==> config.mk <==
export PLATFORM = sky130hd
export DESIGN_NAME = winst_seq
export DESIGN_NICKNAME = d
export VERILOG_FILES = /design/src/rtl/winst_seq.sv
export SDC_FILE = /design/constraint.sdc
export NUM_CORES = 1
export LEC_CHECK = 0
export BUFFER_PORTS_ARGS = -buffer_cell sky130_fd_sc_hd__buf_4
export CAP_MARGIN = 40
export CORE_UTILIZATION = 35
export CTS_CLUSTER_SIZE = 40
export DETAILED_ROUTE_END_ITERATION = 16
export GPL_TIMING_DRIVEN = 0
export SETUP_SLACK_MARGIN = 0.02
export SLEW_MARGIN = 15
export SYNTH_ARGS = -nofsm -noshare
export SYNTH_HDL_FRONTEND = slang
export SYNTH_SLANG_ARGS = --single-unit
==> constraint.sdc <==
create_clock -name clk -period 2.1 [get_ports clk]
set_input_delay 0.315 -clock clk [delete_from_list [all_inputs] [get_ports clk]]
set_output_delay 0.315 -clock clk [all_outputs]
set_load 0.01 [all_outputs]
==> src/rtl/winst_seq.sv <==
// Array write-instruction sequencer: active + pending instruction slots, strided
// element strobes and a WB_LAT-deep write-back pipe. Optional counters: WINST_SEQ_PERF_EN.
module winst_seq #(
   parameter int ADR_W    = 8,
   parameter int VSIZE_W  = 8,
   parameter int STRIDE_W = 4,
   parameter int WB_LAT   = 3
) (
   input  logic                clk,
   input  logic                reset_n,
   input  logic                inst_valid,
   output logic                inst_ready,
   input  logic [1:0]          inst_op,
   input  logic [ADR_W-1:0]    inst_padr,
   input  logic [VSIZE_W-1:0]  inst_vsize,
   input  logic [STRIDE_W-1:0] inst_stride,
   output logic                par_rd,
   output logic                par_wr,
   output logic [ADR_W-1:0]    par_adr,
   output logic                spaw_wr,
   output logic [ADR_W-1:0]    spaw_adr,
   output logic                busy,
   output logic                done
`ifdef WINST_SEQ_PERF_EN
  ,output logic [31:0]         perf_elems,
   output logic [31:0]         perf_stall
`endif
);

   typedef struct packed {
      logic [1:0]          op;
      logic [ADR_W-1:0]    padr;
      logic [VSIZE_W-1:0]  vsize;
      logic [STRIDE_W-1:0] stride;
   } inst_t;

   typedef enum logic {IDLE, ISSUE} state_t;

   state_t              state, state_nx;
   logic                act_valid;
   logic [1:0]          act_op;
   logic [ADR_W-1:0]    act_adr;
   logic [VSIZE_W-1:0]  act_cnt;
   logic [STRIDE_W-1:0] act_stride;
   logic                pend_valid;
   inst_t               pend;

   inst_t in_pkt, src;
   logic  accept, act_fin, load_act, load_pend, pend_take, src_real;

   assign in_pkt     = '{op: inst_op, padr: inst_padr, vsize: inst_vsize, stride: inst_stride};
   assign inst_ready = !pend_valid;
   assign accept     = inst_valid & inst_ready;
   // NOP / zero-length instructions sit in the active slot (state IDLE) for exactly one cycle
   assign act_fin    = act_valid & ((state == IDLE) | (act_cnt == VSIZE_W'(1)));

   always_comb begin
      load_act  = 1'b0;
      load_pend = 1'b0;
      pend_take = 1'b0;
      src       = in_pkt;
      if (act_fin || !act_valid) begin
         if (pend_valid) begin
            load_act  = 1'b1;
            pend_take = 1'b1;
            src       = pend;
         end else if (accept) begin
            load_act  = 1'b1;
         end
      end else if (accept) begin
         load_pend = 1'b1;
      end
      src_real = (src.op != 2'b00) && (src.vsize != '0);
      state_nx = state;
      if (load_act)     state_nx = src_real ? ISSUE : IDLE;
      else if (act_fin) state_nx = IDLE;
   end

   always_ff @(posedge clk or negedge reset_n) begin
      if (!reset_n) begin
         state      <= IDLE;
         act_valid  <= 1'b0;
         act_op     <= '0;
         act_adr    <= '0;
         act_cnt    <= '0;
         act_stride <= '0;
         pend_valid <= 1'b0;
         pend       <= '0;
      end else begin
         state     <= state_nx;
         act_valid <= load_act | (act_valid & !act_fin);
         if (load_act) begin
            act_op     <= src.op;
            act_cnt    <= src.vsize;
            act_stride <= src.stride;
            // par_adr keeps its last value across non-strobing instructions
            if (src_real) act_adr <= src.padr;
         end else if (state == ISSUE && !act_fin) begin
            act_adr <= act_adr + ADR_W'(act_stride);
            act_cnt <= act_cnt - VSIZE_W'(1);
         end
         if (load_pend) begin
            pend_valid <= 1'b1;
            pend       <= in_pkt;
         end else if (pend_take) begin
            pend_valid <= 1'b0;
         end
      end
   end

   assign par_rd  = (state == ISSUE) & act_op[0];
   assign par_wr  = (state == ISSUE) & act_op[1];
   assign par_adr = act_adr;
   assign done    = act_fin;

   logic [WB_LAT-1:0]            vld_pipe;
   logic [WB_LAT-1:0][ADR_W-1:0] adr_pipe;
   logic [WB_LAT:0]              vld_cat;
   logic [WB_LAT:0][ADR_W-1:0]   adr_cat;

   assign vld_cat = {vld_pipe, par_wr};
   assign adr_cat = {adr_pipe, par_adr};

   always_ff @(posedge clk or negedge reset_n) begin
      if (!reset_n) begin
         vld_pipe <= '0;
         adr_pipe <= '0;
      end else begin
         vld_pipe <= vld_cat[WB_LAT-1:0];
         adr_pipe <= adr_cat[WB_LAT-1:0];
      end
   end

   assign spaw_wr  = vld_pipe[WB_LAT-1];
   assign spaw_adr = adr_pipe[WB_LAT-1];
   assign busy     = act_valid | (|vld_pipe);

`ifdef WINST_SEQ_PERF_EN
   always_ff @(posedge clk or negedge reset_n) begin
      if (!reset_n) begin
         perf_elems <= '0;
         perf_stall <= '0;
      end else begin
         if ((par_rd | par_wr) && perf_elems != '1)         perf_elems <= perf_elems + 32'd1;
         if (inst_valid && !inst_ready && perf_stall != '1) perf_stall <= perf_stall + 32'd1;
      end
   end
`endif

endmodule

=== Word-level counts from Yosys, hierarchy flattened ===
Cells that the tools add are included.

* Flip-flop bits (word level): 74
* Bits of input ports: 25
* Output and inout port bits: 22

* Add/subtract/negate cells: 2
* Eq/ne operators: 2
* Multiplexer cells: 18
* Bitwise logic cells: 9
* Reductions and logical operators: 13

{| class="wikitable"
|+ Operators with widths
! cell !! number
|-
| $mux W22 || 2
|-
| $mux W8 || 5
|-
| $mux W1 || 11
|-
| $add A8 B4 Y8 || 1
|-
| $eq A8 B1 Y1 const B || 1
|-
| $reduce_bool A2 Y1 || 4
|-
| $reduce_bool A8 Y1 || 1
|-
| $sub A8 B1 Y8 const B || 1
|-
| $and A1 B1 Y1 || 5
|-
| $logic_not A1 Y1 || 3
|-
| $or A1 B1 Y1 || 3
|-
| $reduce_or A3 Y1 || 1
|-
| $logic_and A1 B1 Y1 || 2
|-
| $ne A2 B1 Y1 const B || 1
|-
| $reduce_and A2 Y1 || 1
|-
| $logic_or A1 B1 Y1 || 1
|-
| $not A1 Y1 || 1
|}

=== Longest topological paths before layout ===
Gate-level depths: netlist of run 1.

* Word-level depth: 9
* Gate-level depth with buffers: 9
* Gate-level depth less buffers: 8

=== Worst setup path before layout of run 1 ===
OpenSTA, ideal clock, no wires.

* Path kind: register to register
* Start: register act_cnt[3]
* End: register pend[0] (netlist bit)
* Data arrival time: 2.216 ns
* Data required time: 1.975 ns
* Path slack: -0.240 ns
* Cell stages (with the launch flop): 8
* Buffers on the path: 3
* Cell sequence: dfrtp_1 or4_1 buf_2 o311a_4 buf_6 nand2_1 buf_2 mux2_2

* Word-level cells in the longest chain between the ends: 5

{| class="wikitable"
|+ Ends and longest elaborated chain
! what !! RTL line !! RTL
|-
| start, declared || 43 || <nowiki>logic [VSIZE_W-1:0] act_cnt;</nowiki>
|-
| start signal, assigned || 94 || <nowiki>act_cnt <= src.vsize;</nowiki>
|-
| start signal, assigned || 100 || <nowiki>act_cnt <= act_cnt - VSIZE_W'(1);</nowiki>
|-
| $eq A8 B1 Y1 || 55 || <nowiki>assign act_fin = act_valid & ((state == IDLE) | (act_cnt == VSIZE_W'(1)));</nowiki>
|-
| $or A1 B1 Y1 || 55 ||
|-
| $and A1 B1 Y1 || 55 ||
|-
| $logic_or A1 B1 Y1 || 62 || <nowiki>if (act_fin || !act_valid) begin</nowiki>
|-
| $mux W1 || 62 ||
|-
| end signal, assigned || 104 || <nowiki>pend <= in_pkt;</nowiki>
|-
| end, declared || 46 || <nowiki>inst_t pend;</nowiki>
|}

Every way passes these cells.
A chain may end at the register's enable or synchronous reset.

=== Worst setup path after layout of run 1 ===
* Start: register act_cnt[5]
* End: register act_adr[0] (netlist: par_adr[0])

* Word-level cells in the longest chain between the ends: 9

{| class="wikitable"
|+ Ends and longest elaborated chain
! what !! RTL line !! RTL
|-
| $eq A8 B1 Y1 * || 55 ||
|-
| $or A1 B1 Y1 * || 55 ||
|-
| $and A1 B1 Y1 * || 55 ||
|-
| $logic_or A1 B1 Y1 || 62 ||
|-
| $mux W22 || 62 ||
|-
| $reduce_bool A8 Y1 / $reduce_bool A2 Y1 (equally long branches) || 73 || <nowiki>src_real = (src.op != 2'b00) && (src.vsize != '0);</nowiki>
|-
| $logic_and A1 B1 Y1 || 73 ||
|-
| $ne A2 B1 Y1 (no line) || - ||
|-
| $reduce_and A2 Y1 (no line) || - ||
|-
| end signal, assigned || 97 || <nowiki>if (src_real) act_adr <= src.padr;</nowiki>
|-
| end signal, assigned || 99 || <nowiki>act_adr <= act_adr + ADR_W'(act_stride);</nowiki>
|-
| end, declared || 42 || <nowiki>logic [ADR_W-1:0] act_adr;</nowiki>
|}

Mark *: on every way between the ends. The rest lies on a longest branch, timed or not. The select of a mux whose other input is x is not followed.

==> summary.txt, run 1 <==
Synth Area in Adders: 2.81%
TNS Setup: -1990 ps
CTS clk-pin slew, worst paths: 70 ps
MaxCap Viol Count: 0
Slew margin rel.: 55.6%
Vias: 2509
Synth Area in Compound Gates: 11.1%
Top_reg_cell synth: dfrtp_1
Drt drc: 0
Hold Vio Cnt, Final: 0
Via density: 4.97
Worst Hold Class: input pin to flop
WL per Instance: 15.5 um
Asr flop ratio synth: 100%
GRT Overall Usage: 16.4%
Pleak: 2.08 nW
CP arrival: 2500 ps
Clk_lat worst skew: 350 ps
Final setup violation count: 32
Die X: 100 um
Dpl ws: -597 ps
Startpoint Class: flop
Initial Utilization: 36.4%
Clock buffer depth: 2
Final setup margin: -161 ps
# clock sinks: 74
Initial antenna violation count: 0
Routed Antenna Nets: 0
CTS tree: done
Final #Nets: 404
Distinct cell type count after synthesis: 52
Multiplexer area fraction after synthesis: 12.8%
Pwr Density: 1720 nW/um2
Initial drt markers: 114
Post-synth EDFFs: 0
Top-Level Pins: 47
Area grow syn2layout: 37.0%
Final count of pins violating max slew: 0
Cell taking the most area after synthesis: dfrtp_1
Top post-synthesis cells by area: dfrtp_1, mux2_2, mux2i_1
RSZ-0062 raised after global routing: yes
Share of layout cells above drive strength 1: 44.7%
Synth top area share: 54.7%
Dpl hpwl: 5210 um
Vias in the first global route: 2528
Violated checks: negative setup slack
Port Buf Inserts: 46
Total power: 0.00796 W
Min cycle time layout: 2260 ps
Seq pwr share: 33.5%
VDD IR max: 0.600 mV
Count leader, synth: dfrtp_1
Post-synth top cells: dfrtp_1, mux2_2, nor2_1
Max Fclk: 442 MHz
Die footprint: 10100 um2
Critical Path Sink Type: flop
Largest net degree at the start of global routing: 41
Synth warn: 0
CTS Buf Count: 9
CP Max Fanout: 6
Crit path kind: flop to flop
Global route overflow: 0
Synthesized area per cell: 11.8 um2
First-pass GRT wire length: 12500 um
Main combinational cell family by area after synthesis: multiplexers
Total Routed Length: 7850 um
Status: finished, violations left
Register area share after synthesis: 54.7%
Hold WS: 205 ps
Actual slew at the worst max-slew pin: 663 ps
Synthesized area: 3380 um2
ANT cells: 0
RePlAce Congestion: 0.825
Detailed Routing Iterations Pass 1: 4
Cell count after synthesis: 287
Required time of the critical path: 2340 ps
Cell Int Power: 0.00515 W
H-tree depth: 3
Die Height: 100 um
CTS Root Cell: clkbuf_8
Xor and xnor fraction of the mapped netlist area: 1.81%
NetSw: 0.00281 W
Seq cells post-synth: 74
Switching Fraction: 35.3%
Core area: 9280 um2
Simple-gate share of the synthesized area: 10.4%
Row cnt: 35
Mapped Nets: 319
Clk pwr share: 16.4%
Final cycle utilization of the critical path: 108%
Gate power share: 50.1%
Worst Clk Skew: 5.11 ps
==> cell type report <==
type	instances	area, um2
fill	879	4650
sequential	74	1850
multi-input combinational	176	1480
timing repair buffer	78	659
buffer	23	215
tap	129	161
clock buffer	10	128
clock inverter	5	104
inverter	10	37.5
==> final timing paths <==
kind	start	endpoint	slack, ps	cells past startpoint
max	act_cnt[5]$_DFFE_PN0P_	par_adr[0]$_DFFE_PN0P_	-160	5
min	inst_stride[0]	pend[0]$_DFFE_PN0P_	210	2
max reg2reg	act_cnt[5]$_DFFE_PN0P_	par_adr[0]$_DFFE_PN0P_	-160	5
min reg2reg	adr_cat[21]$_DFF_PN0_	spaw_adr[5]$_DFF_PN0_	350	0
max in group asynchronous	reset_n	act_stride[1]$_DFFE_PN0N_	1090	3
min in group asynchronous	reset_n	adr_cat[14]$_DFF_PN0_	460	2
==> state kept, by name (all words and copies together), names as in the netlist, 2 cells and up <==
| name | cells |
|---|---|
| pend | 22 |
| adr_cat | 16 |
| act_cnt | 8 |
| par_adr | 8 |
| spaw_adr | 8 |
| act_stride | 4 |
| vld_pipe | 3 |
| act_op | 2 |
==> metal layers <==
layer  track usage (%)  up-vias  wire [um]
li1                  -     1183          -
met2              27.1       65       3890
met5                 0        -          0
met3              5.01       11        312
met1              20.6     1250       3570
met4              5.46        0         85
==> critical path, stage by stage, from the launching register on <==
cell and delay (ps):
dfrtp_1 380, or4_4 580, o311ai_4 410, o211ai_1 250
nand2_4 190, mux2_2 340
==> kinds of logic after synthesis <==
kind of cell             after synthesis
adder cells (fa/ha/maj)                7
AND/OR/NAND/NOR                       71
multiplexers                          40
flip-flops                            74
buffers and inverters                 37
AO/OA/AOI/OAI                         51
XOR/XNOR                               7
==> layout by cell type (no fill, tap or decap), drive strengths merged, types with 2 or more instances in the layout <==
| cell type | count |
|---|---|
| dfrtp | 74 |
| mux2 | 27 |
| or4 | 3 |
| nor3 | 5 |
| ha | 6 |
| buf | 99 |
| xor2 | 4 |
| and2 | 4 |
| clkinv | 2 |
| o311ai | 2 |
| mux2i | 13 |
| nor4 | 6 |
| inv | 10 |
| o31a | 2 |
| nand3 | 8 |
| o211ai | 2 |
| or3 | 3 |
| nor2 | 21 |
| clkbuf | 11 |
| bufinv | 3 |
| o21ai | 9 |
| a22oi | 2 |
| a21oi | 10 |
| xnor2 | 3 |
| a221oi | 2 |
| nand2 | 15 |
| a211oi | 3 |
| o22ai | 5 |
==> power by group through the flow <==
| stage | Combinational, W | Sequential [W] | Clock, W |
|---|---|---|---|
| after floorplan | 0.00218 | 0.00250 | 0 |
| after global placement | 0.00296 | 0.00262 | 0 |
| after detailed placement | 0.00302 | 0.00265 | 0 |
| after CTS | 0.00373 | 0.00262 | 0.00133 |
| after global routing | 0.00430 | 0.00276 | 0.00139 |
| final | 0.00399 | 0.00267 | 0.00130 |
==> stage by stage <==
step | util, % | instances | instance area (um2)
CTS | 48.3 | 500 | 4490
detailed placement | 42.2 | 463 | 3920
global route | 49.9 | 505 | 4640
global placement | 42.0 | 462 | 3900
floorplan | - | 287 | 3390
finish | 49.9 | 505 | 4640
==> timing repair <==
action                     4_1_cts  5_1_grt
hold buffers                     1        0
cloned                           1        1
setup buffers                   21        7
pin swaps                       13        9
gates resized for setup         37       23
setup endpoints to repair       48       46
hold endpoints to repair        34        0
Power figures use the tool's default switching activity.
==> run 2, diff against run 1 <==
--- a/config.mk
+++ b/config.mk
@@ -13,2 +13,3 @@
 export GPL_TIMING_DRIVEN = 0
+export PLACE_DENSITY = 0.59
 export SETUP_SLACK_MARGIN = 0.02
==> constraint.sdc (replaced) <==
create_clock -name clk -period 2.37 [get_ports clk]
set_input_delay 0.1185 -clock clk [delete_from_list [all_inputs] [get_ports clk]]
set_output_delay 0.1185 -clock clk [all_outputs]
set_load 0.01 [all_outputs]
==> run 2 against run 1 <==
Against the previous run:
- the flow now finishes without violations
- routed wire length down 8.0%
- combinational power down 29%
- non-clock buffer count down 13
- critical path type unchanged
- largest power group unchanged
- highest routed layer unchanged
==> summary.txt, run 2 (synthesis results as in run 1) <==
First-pass GRT wire length: 12200 um (was 12500 um)
Dpl hpwl: 5210 um (about the same)
Seq pwr share: 36.6% (was 33.5%)
Worst R2R End: par_adr[0]$_DFFE_PN0P_ (unchanged)
NetSw: 0.00224 W (was 0.00281 W)
Initial drt markers: 122 (was 114)
Min cycle time layout: 2320 ps (was 2260 ps)
Clk pwr share: 18.7% (was 16.4%)
Initial Utilization: 36.4% (unchanged)
Gate power share: 44.7% (was 50.1%)
GRT Overall Usage: 16.0% (was 16.4%)
CTS Root Cell: clkbuf_8 (unchanged)
Core area: 9280 um2 (unchanged)
CP arrival: 2560 ps (was 2500 ps)
Final setup violation count: 0 (was 32)
Die footprint: 10100 um2 (unchanged)
Cell Area, Placed: 3910 um2 (was 3920 um2)
Worst path slowest cell: or4_4 (unchanged)
Row cnt: 35 (unchanged)
Met3 GRT Util: 4.11% (was 5.01%)
CTS Buf Count: 9 (unchanged)
Final setup margin: 53.4 ps (was -161 ps)
Largest net degree at the start of global routing: 42 (was 41)
Die X: 100 um (unchanged)
FF-to-FF Start: act_cnt[2]$_DFFE_PN0P_ (was act_cnt[5]$_DFFE_PN0P_)
Most common cell after layout, fill and taps aside: dfrtp_1 (was buf_4)
Dpl ws: -293 ps (was -597 ps)
Clk_lat worst skew: 350 ps (about the same)
Clock buffer depth: 2 (unchanged)
Fillers: 900 (was 879)
Status: finished clean (was finished, violations left)
Final cycle utilization of the critical path: 97.7% (was 108%)
Min-delay src: inst_padr[2] (was inst_stride[0])
Via density: 4.93 (was 4.97)
Hold Crit Depth: 2 (unchanged)
RSZ-0062 raised after global routing: yes (unchanged)
Slew margin rel.: 63.1% (was 55.6%)
Worst Hold Class: input pin to flop (unchanged)
Routed Antenna Nets: 0 (unchanged)
Global route overflow: 0 (unchanged)
Initial antenna violation count: 0 (unchanged)
Share of layout cells above drive strength 1: 35.4% (was 44.7%)
Total Routed Length: 7220 um (was 7850 um)
Critical Path Sink Type: flop (unchanged)
H-tree depth: 3 (unchanged)
Required time of the critical path: 2620 ps (was 2340 ps)
Max Fclk: 432 MHz (was 442 MHz)
VDD IR max: 0.634 mV (was 0.600 mV)
GRT busiest layer: met2 (unchanged)
Final #Nets: 391 (was 404)
# clock sinks: 74 (unchanged)
Met2 usage: 25.6% (was 27.1%)
Drt drc: 0 (unchanged)
Vias: 2431 (was 2509)
Pleak: 1.92 nW (was 2.08 nW)
Final count of pins violating max slew: 0 (unchanged)
ANT cells: 0 (unchanged)
Actual slew at the worst max-slew pin: 550 ps (was 663 ps)
Layout Cells excl Fill: 493 (was 505)
Die Height: 100 um (unchanged)
WL per Instance: 14.6 um (was 15.5 um)
Pwr Density: 1460 nW/um2 (was 1720 nW/um2)
R2R Setup Slk: 50 ps (was -160 ps)
Worst Clk Skew: 7.21 ps (was 5.11 ps)
Switching Fraction: 35.4% (was 35.3%)
Hold WS: 13.5 ps (was 205 ps)
Post-Place Cells: 463 (unchanged)
MaxCap Viol Count: 0 (unchanged)
Startpoint Class: flop (unchanged)
Area grow syn2layout: 27.8% (was 37.0%)
Top-Level Pins: 47 (unchanged)
Vias in the first global route: 2502 (was 2528)
CTS tree: done (unchanged)
CP Max Fanout: 5 (was 6)
Sequence of cells on the critical path: or4_4 > o311a_4 > buf_6 > or3_1 > o221a_1 > mux2_2 (was or4_4 > o311ai_4 > o211ai_1 > nand2_4 > mux2_2)
Most used cells in the layout excluding fill and tap cells: dfrtp_1, buf_4, mux2_2 (was buf_4, dfrtp_1, mux2_2)
RePlAce Congestion: 0.859 (was 0.825)
M1 GR Usage: 20.8% (was 20.6%)
Detailed Routing Iterations Pass 1: 4 (unchanged)
Largest reg by FF count: pend (unchanged)
Post-route cell area: 4320 um2 (was 4640 um2)
Reg2Reg Depth: 6 (was 5)
CTS clk-pin slew, worst paths: 80 ps (was 70 ps)
Crit path kind: flop to flop (unchanged)
Worst path max stage delay: 580 ps (about the same)
Number of flip-flops under the largest register name: 22 (unchanged)
Cell Int Power: 0.00409 W (was 0.00515 W)
Hold Vio Cnt, Final: 0 (unchanged)
Port Buf Inserts: 46 (unchanged)
Worst Setup SP: act_cnt[2]$_DFFE_PN0P_ (was act_cnt[5]$_DFFE_PN0P_)
Worst hold path endpoint: pend[14]$_DFFE_PN0P_ (was pend[0]$_DFFE_PN0P_)
TNS Setup: 0 ps (was -1990 ps)
[run 2: changes by cell type in the layout (fill, tap and decap cells not counted), moves of 3 or more]
| cell | previous run | this run |
|---|---|---|
| dlygate4sd3_1 | 1 | 7 |
| o21ai_1 | 4 | 1 |
| buf_12 | 5 | 1 |
| buf_4 | 83 | 71 |
| buf_8 | 3 | 0 |
| o21ai_0 | 3 | 7 |
[run 2: metal layers]
metal	up-vias	share of wire, %
li1	1152	-
met1	1199	46
met2	65	48
met3	15	4.0
met4	0	1.9
met5	-	0
[run 2: what timing repair did]
item / CTS / global route
pin swaps: 2 / 4
hold buffers: 7 / 0
endpoints found under the setup margin: 41 / 28
hold endpoints to repair: 39 / 0
resized for setup: 12 / 4
cloned: 0 / 0
buffers inserted: 6 / 2
[run 2: stage by stage]
step	total power, W	utilization [%]
2_1_floorplan	0.00413	-
3_3_place_gp	0.00493	41.9
3_5_place_dp	0.00499	42.1
4_1_cts	0.00636	46.4
5_1_grt	0.00681	46.6
6_report	0.00633	46.6
[run 2: critical path: cells and delay by family, from the launching register on]
family	cells	cell delay, ps
AO/OA/AOI/OAI	2	530
buffers and inverters	1	140
flip-flops	1	390
multiplexers	1	260
AND/OR/NAND/NOR	2	900
[run 2: worst max-delay path by stage]
stage | slack [ps] | cells after the start | end
finish | 50 | 6 | par_adr[0]$_DFFE_PN0P_
global route | 6 | 6 | par_adr[0]$_DFFE_PN0P_
CTS | 20 | 6 | par_adr[2]$_DFFE_PN0P_
detailed placement | -290 | 6 | par_adr[2]$_DFFE_PN0P_
global placement | -340 | 6 | par_adr[0]$_DFFE_PN0P_
floorplan | 30 | 7 | pend[0]$_DFFE_PN0P_
[run 2: final cells by class]
class                      count  area, um2  area share, %
inverter                      10       37.5          0.868
multi-input combinational    176       1350           31.1
clock inverter                 6        115           2.66
sequential                    74       1850           42.8
tap                          129        161           3.73
buffer                        26        189           4.37
timing repair buffer          62        495           11.5
clock buffer                  10        128           2.95
[run 2: power groups by stage]
stage                     Combinational (W)  Sequential, W  Clock (W)
after floorplan                     0.00191        0.00222          0
after global placement              0.00261        0.00232          0
after detailed placement            0.00265        0.00234          0
after CTS                           0.00282        0.00232    0.00121
after global routing                0.00312        0.00242    0.00127
final                               0.00283        0.00232    0.00119
==> run 3, diff against run 2 <==
Clock period 2.37 ns to 2.3 ns, I/O delays scaled along.
==> run 3 against run 2 <==
Against the previous run:
- the flow now finishes with violations (negative setup slack)
- non-clock buffer count rose by 9
- critical path type unchanged
- critical endpoint unchanged
- setup slack got worse by 120 ps
- clock power fell by 21%
- global-route usage rose by 0.28 points
- core utilization rose by 0.63 points
- register-to-register slack got worse by 120 ps
- die area did not move
- final area rose by 1.4%
- via count rose by 0.58%
- cell count rose by 1.8%
- largest cell class unchanged
- clock skew rose by 2.4 ps
- routed wire length rose by 3.3%
==> summary.txt, run 3 (synthesis results as in run 1) <==
RSZ-0062 raised after global routing: yes (unchanged)
Worst Clk Skew: 9.63 ps (was 7.21 ps)
VDD IR max: 0.520 mV (was 0.634 mV)
Dpl hpwl: 5300 um (was 5210 um)
Worst Hold Class: input pin to flop (unchanged)
Vias: 2445 (was 2431)
Worst path slowest cell: or4_4 (unchanged)
Startpoint Class: flop (unchanged)
Slew margin rel.: 65.7% (was 63.1%)
Clock buffer depth: 2 (unchanged)
Final setup margin: -70.2 ps (was 53.4 ps)
Die Height: 100 um (unchanged)
ANT cells: 0 (unchanged)
Layout Cells excl Fill: 502 (was 493)
Hold Vio Cnt, Final: 0 (unchanged)
CTS Buf Count: 9 (unchanged)
Final setup violation count: 19 (was 0)
Violated checks: negative setup slack
CP bufs+invs: 2 (was 1)
MaxCap Viol Count: 0 (unchanged)
CTS Root Cell: clkbuf_8 (unchanged)
Final cycle utilization of the critical path: 103% (was 97.7%)
Detailed Routing Iterations Pass 1: 4 (unchanged)
Most common cell after layout, fill and taps aside: buf_4 (was dfrtp_1)
CTS clk-pin slew, worst paths: 80 ps (about the same)
Cell Area, Placed: 3920 um2 (was 3910 um2)
Sequence of cells on the critical path: or4_4 > buf_6 > o311a_4 > buf_8 > or3_1 > o221a_1 > mux2_2 (was or4_4 > o311a_4 > buf_6 > or3_1 > o221a_1 > mux2_2)
Cell family with most CP delay: simple AND/OR/NAND/NOR gates (unchanged)
Routed Antenna Nets: 0 (unchanged)
Most used cells in the layout excluding fill and tap cells: buf_4, dfrtp_1, mux2_2 (was dfrtp_1, buf_4, mux2_2)
GRT Overall Usage: 16.3% (was 16.0%)
Initial Utilization: 36.4% (unchanged)
Actual slew at the worst max-slew pin: 512 ps (was 550 ps)
Critical Path Sink Type: flop (unchanged)
Final #Nets: 400 (was 391)
Port Buf Inserts: 46 (unchanged)
Global route overflow: 0 (unchanged)
Row cnt: 35 (unchanged)
CP Max Fanout: 5 (unchanged)
Largest reg by FF count: pend (unchanged)
Post-route cell area: 4380 um2 (was 4320 um2)
Total Routed Length: 7460 um (was 7220 um)
Die footprint: 10100 um2 (unchanged)
Pleak: 1.95 nW (was 1.92 nW)
Pwr Density: 1450 nW/um2 (was 1460 nW/um2)
Share of layout cells above drive strength 1: 37.0% (was 35.4%)
Vias in the first global route: 2492 (was 2502)
Area grow syn2layout: 29.5% (was 27.8%)
Clk_lat worst skew: 350 ps (about the same)
Fillers: 897 (was 900)
Min cycle time layout: 2370 ps (was 2320 ps)
Worst path max stage delay: 540 ps (was 580 ps)
Top-Level Pins: 47 (unchanged)
First-pass GRT wire length: 12500 um (was 12200 um)
Switching Fraction: 36.7% (was 35.4%)
Total power: 0.00638 W (was 0.00633 W)
Initial drt markers: 109 (was 122)
Largest net degree at the start of global routing: 42 (unchanged)
Seq pwr share: 37.7% (was 36.6%)
NetSw: 0.00234 W (was 0.00224 W)
Gate power share: 47.5% (was 44.7%)
Die X: 100 um (unchanged)
H-tree depth: 3 (unchanged)
WL per Instance: 14.9 um (was 14.6 um)
CP arrival: 2610 ps (was 2560 ps)
Required time of the critical path: 2530 ps (was 2620 ps)
Status: finished, violations left (was finished clean)
Crit path kind: flop to flop (unchanged)
Initial antenna violation count: 0 (unchanged)
Hold WS: 15.3 ps (was 13.5 ps)
Final count of pins violating max slew: 0 (unchanged)
Drt drc: 0 (unchanged)
Number of flip-flops under the largest register name: 22 (unchanged)
Via density: 4.87 (was 4.93)
CTS tree: done (unchanged)
# clock sinks: 74 (unchanged)
RePlAce Congestion: 0.851 (was 0.859)
Cell Int Power: 0.00403 W (was 0.00409 W)
Core area: 9280 um2 (unchanged)
Clk pwr share: 14.8% (was 18.7%)
Post-Place Cells: 463 (unchanged)
Max Fclk: 422 MHz (was 432 MHz)
-- run 3: cell count changes in the layout (fill, tap and decap cells not counted), sizes merged --
cell,before,now
inv,10,11
clkinvlp,1,2
dlygate4sd3,7,12
bufinv,3,0
buf,78,83
-- run 3: worst paths after layout --
kind                            cells after the start                endpoint                   start  slack (ps)
worst max-delay path                                7  par_adr[0]$_DFFE_PN0P_  act_cnt[5]$_DFFE_PN0P_         -70
worst min-delay path                                2    pend[19]$_DFFE_PN0P_            inst_padr[7]          20
worst max register to register                      7  par_adr[0]$_DFFE_PN0P_  act_cnt[5]$_DFFE_PN0P_         -70
worst min register to register                      0   adr_cat[16]$_DFF_PN0_    adr_cat[8]$_DFF_PN0_         350
max in group asynchronous                           3     pend[1]$_DFFE_PN0P_                 reset_n        1490
min in group asynchronous                           2   spaw_adr[7]$_DFF_PN0_                 reset_n         240
-- run 3: final cells by class --
| class | count | area [um2] | area share, % |
|---|---|---|---|
| tap | 129 | 161 | 3.68 |
| timing repair buffer | 71 | 576 | 13.1 |
| inverter | 10 | 37.5 | 0.856 |
| multi-input combinational | 176 | 1360 | 31.0 |
| clock inverter | 5 | 37.5 | 0.856 |
| clock buffer | 11 | 151 | 3.45 |
| buffer | 26 | 210 | 4.80 |
| sequential | 74 | 1850 | 42.2 |
-- run 3: power groups by stage --
stage               sequential, W  combinational [W]  clock (W)
floorplan                 0.00229            0.00199          0
global placement          0.00239            0.00270          0
detailed placement        0.00242            0.00275          0
CTS                       0.00239            0.00299   0.000975
global route              0.00250            0.00334    0.00104
finish                    0.00240            0.00303   0.000943
-- run 3: per-layer routing --
| metal | up-vias | GRT usage, % | part of all wire, % |
|---|---|---|---|
| met4 | 0 | 6.58 | 1.9 |
| met3 | 13 | 3.90 | 3.3 |
| met2 | 52 | 26.1 | 48 |
| met5 | - | 0 | 0 |
| met1 | 1200 | 21.2 | 47 |
| li1 | 1180 | - | - |
-- run 3: repair_timing --
action / 4_1_cts / 5_1_grt
pin swaps: 5 / 4
hold buffers: 11 / 1
endpoints found under the setup margin: 41 / 30
hold endpoints to repair: 43 / 1
resized for setup: 13 / 9
setup buffers: 9 / 3
-- run 3: per-stage QoR --
step | worst slack, ps | setup TNS (ps) | utilization [%]
after floorplan | 15.2 | 0 | -
final | -70.2 | -837 | 47.2
after global routing | -130 | -2090 | 47.2
after detailed placement | -372 | -7840 | 42.2
after CTS | -53.3 | -592 | 46.7
after global placement | -345 | -7410 | 42.0
